<file path="src/rtl/prv32_muldiv_pkg.sv">
// Shared types and constants for the RV32M multiply/divide sequencer.
package prv32_muldiv_pkg;

    typedef enum logic [2:0] {
        S_IDLE = 3'd0,
        S_MUL  = 3'd1,
        S_DIV  = 3'd2,
        S_FIX  = 3'd3,
        S_DONE = 3'd4
    } state_t;

    localparam logic [2:0] F3_MUL    = 3'b000;
    localparam logic [2:0] F3_MULH   = 3'b001;
    localparam logic [2:0] F3_MULHSU = 3'b010;
    localparam logic [2:0] F3_MULHU  = 3'b011;
    localparam logic [2:0] F3_DIV    = 3'b100;
    localparam logic [2:0] F3_DIVU   = 3'b101;
    localparam logic [2:0] F3_REM    = 3'b110;
    localparam logic [2:0] F3_REMU   = 3'b111;

    localparam int          ITERS    = 32;
    localparam logic [31:0] ALL_ONES = 32'hFFFF_FFFF;
    localparam logic [31:0] INT_MIN  = 32'h8000_0000;

    function automatic logic [31:0] neg32(input logic [31:0] v);
        return ~v + 32'd1;
    endfunction

endpackage

</file>
<file path="src/rtl/prv32_muldiv_seq_div_step.sv">
// One restoring-divide step: shift the next dividend bit into the remainder and
// subtract the divisor when it fits.
module prv32_div_step #(
    parameter int XLEN = 32
) (
    input  logic [XLEN-1:0] rem,
    input  logic [XLEN-1:0] quo,
    input  logic [XLEN-1:0] divisor,
    output logic [XLEN-1:0] rem_next,
    output logic [XLEN-1:0] quo_next
);

    logic [XLEN:0] trial;
    logic [XLEN:0] diff;

    always_comb begin
        trial = {rem, quo[XLEN-1]};
        diff  = trial - {1'b0, divisor};
        if (trial >= {1'b0, divisor}) begin
            rem_next = diff[XLEN-1:0];
            quo_next = {quo[XLEN-2:0], 1'b1};
        end else begin
            rem_next = trial[XLEN-1:0];
            quo_next = {quo[XLEN-2:0], 1'b0};
        end
    end

endmodule

</file>
<file path="src/rtl/prv32_muldiv_seq.sv">
// Multi-cycle RV32M mul/div/rem sequencer on one 64-bit accumulator.
// PRV32_FAST_MUL_EN selects a single-cycle multiplier instead of shift-add.
module prv32_muldiv_seq
    import prv32_muldiv_pkg::*;
#(
    parameter int XLEN = 32
) (
    input  logic            clk,
    input  logic            rst,
    input  logic            start,
    input  logic            kill,
    input  logic [2:0]      funct3,
    input  logic [XLEN-1:0] a,
    input  logic [XLEN-1:0] b,
    output logic [XLEN-1:0] result,
    output logic            done,
    output logic            busy,
    output logic            stall
);

    state_t state, state_next;

    logic [2:0]      f3_q;
    logic [XLEN-1:0] mag_a, mag_b;
    logic            neg_q;
    logic [63:0]     acc;
    logic [4:0]      cnt;

    logic            accept, is_div, a_signed, b_signed, res_sign;
    logic            div_zero, div_ovf, special;
    logic [XLEN-1:0] abs_a, abs_b, special_res;
    logic [XLEN:0]   mul_sum;
    logic [63:0]     mul_next, prod;
    logic [XLEN-1:0] rem_next, quo_next, qr_sel, fix_res;

    // Operand decode at accept: signedness, magnitudes, result sign, special cases.
    always_comb begin
        a_signed = (funct3 == F3_MUL) || (funct3 == F3_MULH) || (funct3 == F3_MULHSU) ||
                   (funct3 == F3_DIV) || (funct3 == F3_REM);
        b_signed = (funct3 == F3_MUL) || (funct3 == F3_MULH) ||
                   (funct3 == F3_DIV) || (funct3 == F3_REM);
        abs_a    = (a_signed && a[XLEN-1]) ? neg32(a) : a;
        abs_b    = (b_signed && b[XLEN-1]) ? neg32(b) : b;
        case (funct3)
            F3_MUL, F3_MULH, F3_DIV: res_sign = a[XLEN-1] ^ b[XLEN-1];
            F3_MULHSU, F3_REM:       res_sign = a[XLEN-1];
            default:                 res_sign = 1'b0;
        endcase
        is_div   = funct3[2];
        div_zero = is_div && (b == '0);
        div_ovf  = ((funct3 == F3_DIV) || (funct3 == F3_REM)) && (a == INT_MIN) && (b == ALL_ONES);
        special  = div_zero || div_ovf;
        if (div_zero) special_res = funct3[1] ? a : ALL_ONES;
        else          special_res = funct3[1] ? '0 : INT_MIN;
        accept   = (state == S_IDLE) && start && !kill;
    end

`ifdef PRV32_FAST_MUL_EN
    logic signed [XLEN:0] fa, fb;
    logic signed [63:0]   fprod;
    always_comb begin
        fa    = {a_signed & a[XLEN-1], a};
        fb    = {b_signed & b[XLEN-1], b};
        fprod = 64'(fa) * 64'(fb);
    end
`endif

    always_comb begin
        state_next = state;
        case (state)
            S_IDLE: begin
                if (accept) begin
                    if (special)     state_next = S_DONE;
                    else if (is_div) state_next = S_DIV;
                    else
`ifdef PRV32_FAST_MUL_EN
                                     state_next = S_FIX;
`else
                                     state_next = S_MUL;
`endif
                end
            end
            S_MUL, S_DIV: if (cnt == 5'(ITERS - 1)) state_next = S_FIX;
            S_FIX:        state_next = S_DONE;
            S_DONE:       state_next = S_IDLE;
            default:      state_next = S_IDLE;
        endcase
        if (kill && (state != S_IDLE)) state_next = S_IDLE;
    end

    // Right-shifting shift-add: add the multiplicand into the top half, then shift.
    always_comb begin
        mul_sum  = {1'b0, acc[63:32]} + {1'b0, (mag_b[cnt] ? mag_a : '0)};
        mul_next = {mul_sum, acc[31:1]};
    end

    prv32_div_step #(.XLEN(XLEN)) u_div_step (
        .rem      (acc[63:32]),
        .quo      (acc[31:0]),
        .divisor  (mag_b),
        .rem_next (rem_next),
        .quo_next (quo_next)
    );

    always_comb begin
        prod    = neg_q ? (~acc + 64'd1) : acc;
        qr_sel  = f3_q[1] ? acc[63:32] : acc[31:0];
        if (neg_q) qr_sel = neg32(qr_sel);
        case (f3_q)
            F3_MUL:                       fix_res = prod[31:0];
            F3_MULH, F3_MULHSU, F3_MULHU: fix_res = prod[63:32];
            default:                      fix_res = qr_sel;
        endcase
    end

    // Operand and accumulator registers carry no reset; they are always reloaded on accept.
    always_ff @(posedge clk) begin
        if (accept) begin
            f3_q  <= funct3;
            mag_a <= abs_a;
            mag_b <= abs_b;
            neg_q <= res_sign;
            if (is_div) begin
                acc <= {32'd0, abs_a};
            end else begin
`ifdef PRV32_FAST_MUL_EN
                acc   <= fprod;
                neg_q <= 1'b0;
`else
                acc   <= '0;
`endif
            end
        end else if (state == S_MUL) begin
            acc <= mul_next;
        end else if (state == S_DIV) begin
            acc <= {rem_next, quo_next};
        end
    end

    always_ff @(posedge clk or posedge rst) begin
        if (rst) begin
            state  <= S_IDLE;
            cnt    <= '0;
            result <= '0;
        end else begin
            state <= state_next;
            if (accept) begin
                cnt <= '0;
                if (special) result <= special_res;
            end else if ((state == S_MUL) || (state == S_DIV)) begin
                cnt <= cnt + 5'd1;
            end
            if ((state == S_FIX) && !kill) result <= fix_res;
        end
    end

    assign busy  = (state != S_IDLE);
    assign done  = (state == S_DONE);
    assign stall = (state == S_MUL) || (state == S_DIV) || (state == S_FIX) || accept;

endmodule

</file>
<file path="config.mk">
export PLATFORM = sky130hd
export DESIGN_NAME = prv32_muldiv_seq
export DESIGN_NICKNAME = d
export VERILOG_FILES = /design/src/rtl/prv32_muldiv_pkg.sv /design/src/rtl/prv32_muldiv_seq_div_step.sv /design/src/rtl/prv32_muldiv_seq.sv
export SDC_FILE = /design/constraint.sdc
export NUM_CORES = 1
export LEC_CHECK = 0
export CORE_MARGIN = 4
export CORE_UTILIZATION = 50
export DETAILED_ROUTE_END_ITERATION = 8
export PLACE_DENSITY = 0.69
export SETUP_SLACK_MARGIN = 0.4
export SLEW_MARGIN = 0
export SYNTH_ARGS = -nofsm -noshare
export SYNTH_HDL_FRONTEND = slang
export SYNTH_HIERARCHICAL = 1
export SYNTH_SLANG_ARGS = --single-unit
</file>
<file path="constraint.sdc">
create_clock -name clk -period 13 [get_ports clk]
set_input_delay 1.95 -clock clk [delete_from_list [all_inputs] [get_ports clk]]
set_output_delay 1.95 -clock clk [all_outputs]
set_load 0.005 [all_outputs]
</file>
==> summary.md <==
| Metric | Value |
|---|---|
| Status | completed |
| Fin. Hold Viols | 0 |
| HPWL after DPL | ~42000 um |
| Grt total ovfl | 0 |
| Max Slew Vio Count | 0 |
| DRC violations left | 0 |
| Placed cells | about 2.4k |
| Setup TNS | 0 ns |
| Number of synthesized flops with an enable pin | 132 |
| Largest net degree at the start of global routing | 75 |
| Top layer in use | met4 |
| HP Class | flop to flop |
| DRT antenna net count | 0 |
| Post-Layout Cell Count | 2401 |
| Clk_lat worst skew | 0.46 ns |
| FF-to-FF path depth | 14 |
| Routed wl met3 | roughly 6000 um |
| DP Area | ~18000 sq um |
| Final setup violation count | 0 |
| CP cell instances | mux4_2 > mux4_2 > mux2i_4 > nor2b_1 > ha_1 > fa_1 > a21oi_1 > nand4b_1 > a21oi_1 > o21a_1 > a211oi_1 > o21ai_0 > mux2i_1 > o311ai_0 |
| Share of cells above drive strength 1 | ~6.7% |
| Max incr delay on CP | about 0.8 ns |
| Leakage | 7.08 nW |
| Initial antenna violation count | 0 |
| Post-CTS Setup Inserts | 0 |
| Post-Route WL | between 50000 and 60000 um |
| Total GRT Usage | slightly above 30% |
| Min Tclk post-route | 5.60 ns |
| Min Hold Slack | just under 0.5 ns |
| Critical path peak fanout | 32 |
| Endpoint class of the critical path | flop |
| VDD IR max | 0.484 mV |
| Resized Gates After CTS | 0 |
| Seq/Total Area, Yosys | between 20% and 30% |
| Most frequent cells in the layout | 178 x nand2_1, 148 x o21ai_0, 132 x edfxtp_1 |
| Final Util | 56.1% |
| Area of the mapped netlist | about 17000 sq um |
| Synth-to-Final Area Change | 9.91% |
| IO buf count | about 110 |
| CTS tree | built |
| Setup Skew | 0.0138 ns |
| Drt first pass iters | 6 |
| CTS Buffer Depth | 2 |
| Final non-filler cell area | between 15000 and 20000 sq um |
| Avg Inst Size Synth | between 8 and 9 sq um |
| Worst Tran Pin Value | between 1 and 1.5 ns |
| Post-Synthesis Cells | about 2.0k |
| Initial Util | ~51% |
| Worst path required time | ~13 ns |
| IO Count | 106 |
| Fmax achieved | approximately 0.18 GHz |
| #FFs+latches synth | between 150 and 200 |
| Die area | 36300 sq um |
| First-pass GRT wire length | approximately 87000 um |
| Clock buffers created by TritonCTS | 17 |
| RSZ-0062 raised after global routing | no |
| Synth unique cells | roughly 90 |
| Reg clk slew, reported paths | 0.08 ns |
| Period utilization | roughly 43% |
| Vias per inst | 6.57 |
| Initial DRC Count | around 1.7k |
| Metal-1 WL | roughly 24000 um |
| Hold path cells | 2 |
| Relative slew slack | between 10% and 20% |
| FFs w/ async S/R, synth | between 20% and 30% |
| Ys Warns | 6 |
| Hold-fix buffers, CTS | 0 |
| Slowest CP cell | mux2i_4 |
| Row Count | 66 |
| Predominant post-synthesis flop cell | edfxtp_1 |
| Final net count | between 2k and 2.5k |
| Routed len/inst | approximately 24 um |
| Wire length on met2 | ~24000 um |
| Die height | about 190 um |
| CTS sink count | ~170 |
| CP arrival | 5.77 ns |
| Syn Nets | between 2k and 2.5k |
| Final Wtd Congestion | just under 1 |
| Root buffer cell | clkbuf_16 |
| Max-cap check violation count | 0 |
| CP Launch Type | flop |
| Inserted Diodes | 0 |
| Vias in the first global route | approximately 15k |
| Core ar. | ~33000 sq um |
| Crit path kind | flop to flop |
| PwrDens | roughly 250 nW/um^2 |
| Commonest non-fill, non-tap cell in the layout | nand2_1 |
| DIE WIDTH | between 150 and 200 um |
| H-tree levels | 4 |
| Via count | between 15k and 20k |
[layout make-up]
| type | count | area (sq um) |
|---|---|---|
| sequential | 172 | 4960 |
| inverter | 69 | 262 |
| clock buffer | 17 | 425 |
| tap | 442 | 553 |
| fill | 3072 | 14400 |
| timing repair buffer | 125 | 1200 |
| clock inverter | 15 | 203 |
| multi-input combinational | 1561 | 10700 |
[cells by family (layout without fill, tap and decap cells)]
kind of cell,after synthesis,count (layout),synth area share (%)
and+or+nand+nor,661,661,20.1
buffers and inverters,228,226,6.15
adders and majority gates,73,73,5.57
muxes,126,126,8.78
AOI/OAI and AO/OA,523,523,20.3
DFF,172,172,29.8
xor gates and xnor gates,178,178,9.35
[routing by layer]
| metal | track usage [%] | vias to the layer above |
|---|---|---|
| met5 | 0 | - |
| met4 | 13.1 | 0 |
| met3 | 7.05 | 146 |
| met2 | 45.4 | 905 |
| met1 | 43.7 | 7530 |
| li1 | - | 7182 |
[final timing paths]
kind                                  from         end  slack, ns
worst max register to register      cnt[0]     acc[55]       7.40
max in group asynchronous              rst  result[25]      10.34
min in group asynchronous              rst   result[4]       2.04
worst min register to register  result[16]  result[16]       0.49
worst max-delay path                cnt[0]     acc[55]       7.40
worst min-delay path            result[16]  result[16]       0.49
[power by group]
| part | switching [mW] | total (mW) | internal, mW |
|---|---|---|---|
| Combinational | 1.49 | 2.64 | 1.15 |
| Sequential | 0.428 | 1.34 | 0.909 |
| Clock | 0.257 | 0.567 | 0.310 |
[flip-flops by register name, indices dropped and copies added (netlist names)]
signal	count
acc	64
mag_a	32
mag_b	32
result	32
cnt	5
f3_q	3
state	3
neg_q	1
[per-stage QoR]
stage / power, mW / worst slack [ns]
finish: 4.54 / 7.40
global route: 4.88 / 7.03
CTS: 4.50 / 7.43
detailed placement: 3.92 / 7.26
global placement: 3.88 / 7.36
floorplan: 3.25 / 7.71
[critical path: cells and delay by family, from the launching register on]
kind                       cells  cell delay, ns
AOI/OAI and AO/OA              6            1.49
adders and majority gates      2            0.67
DFF                            1            0.76
muxes                          4            2.11
and+or+nand+nor                2            0.27
[synthesized netlist by cell type, types with 20 or more instances]
library cell | number | area (sq um)
ha_1 | 71 | 888
xor2_1 | 80 | 701
o21ai_1 | 31 | 155
or3_1 | 23 | 144
clkbuf_1 | 95 | 357
nand2_1 | 180 | 676
inv_1 | 67 | 251
xnor2_1 | 98 | 858
nand2b_1 | 41 | 257
nand3_1 | 47 | 235
a21o_1 | 24 | 180
nand4_1 | 27 | 169
a31oi_1 | 20 | 125
nor3_1 | 59 | 295
buf_4 | 31 | 233
nor2b_1 | 45 | 282
edfxtp_1 | 132 | 3960
mux2_2 | 26 | 293
dfrtp_1 | 40 | 1000
o21ai_0 | 148 | 741
nor4_1 | 28 | 175
mux2i_1 | 81 | 811
a21oi_1 | 113 | 566
o31ai_1 | 29 | 218
nor2_1 | 132 | 495
Note: power is estimated with default switching activity, not from simulation.
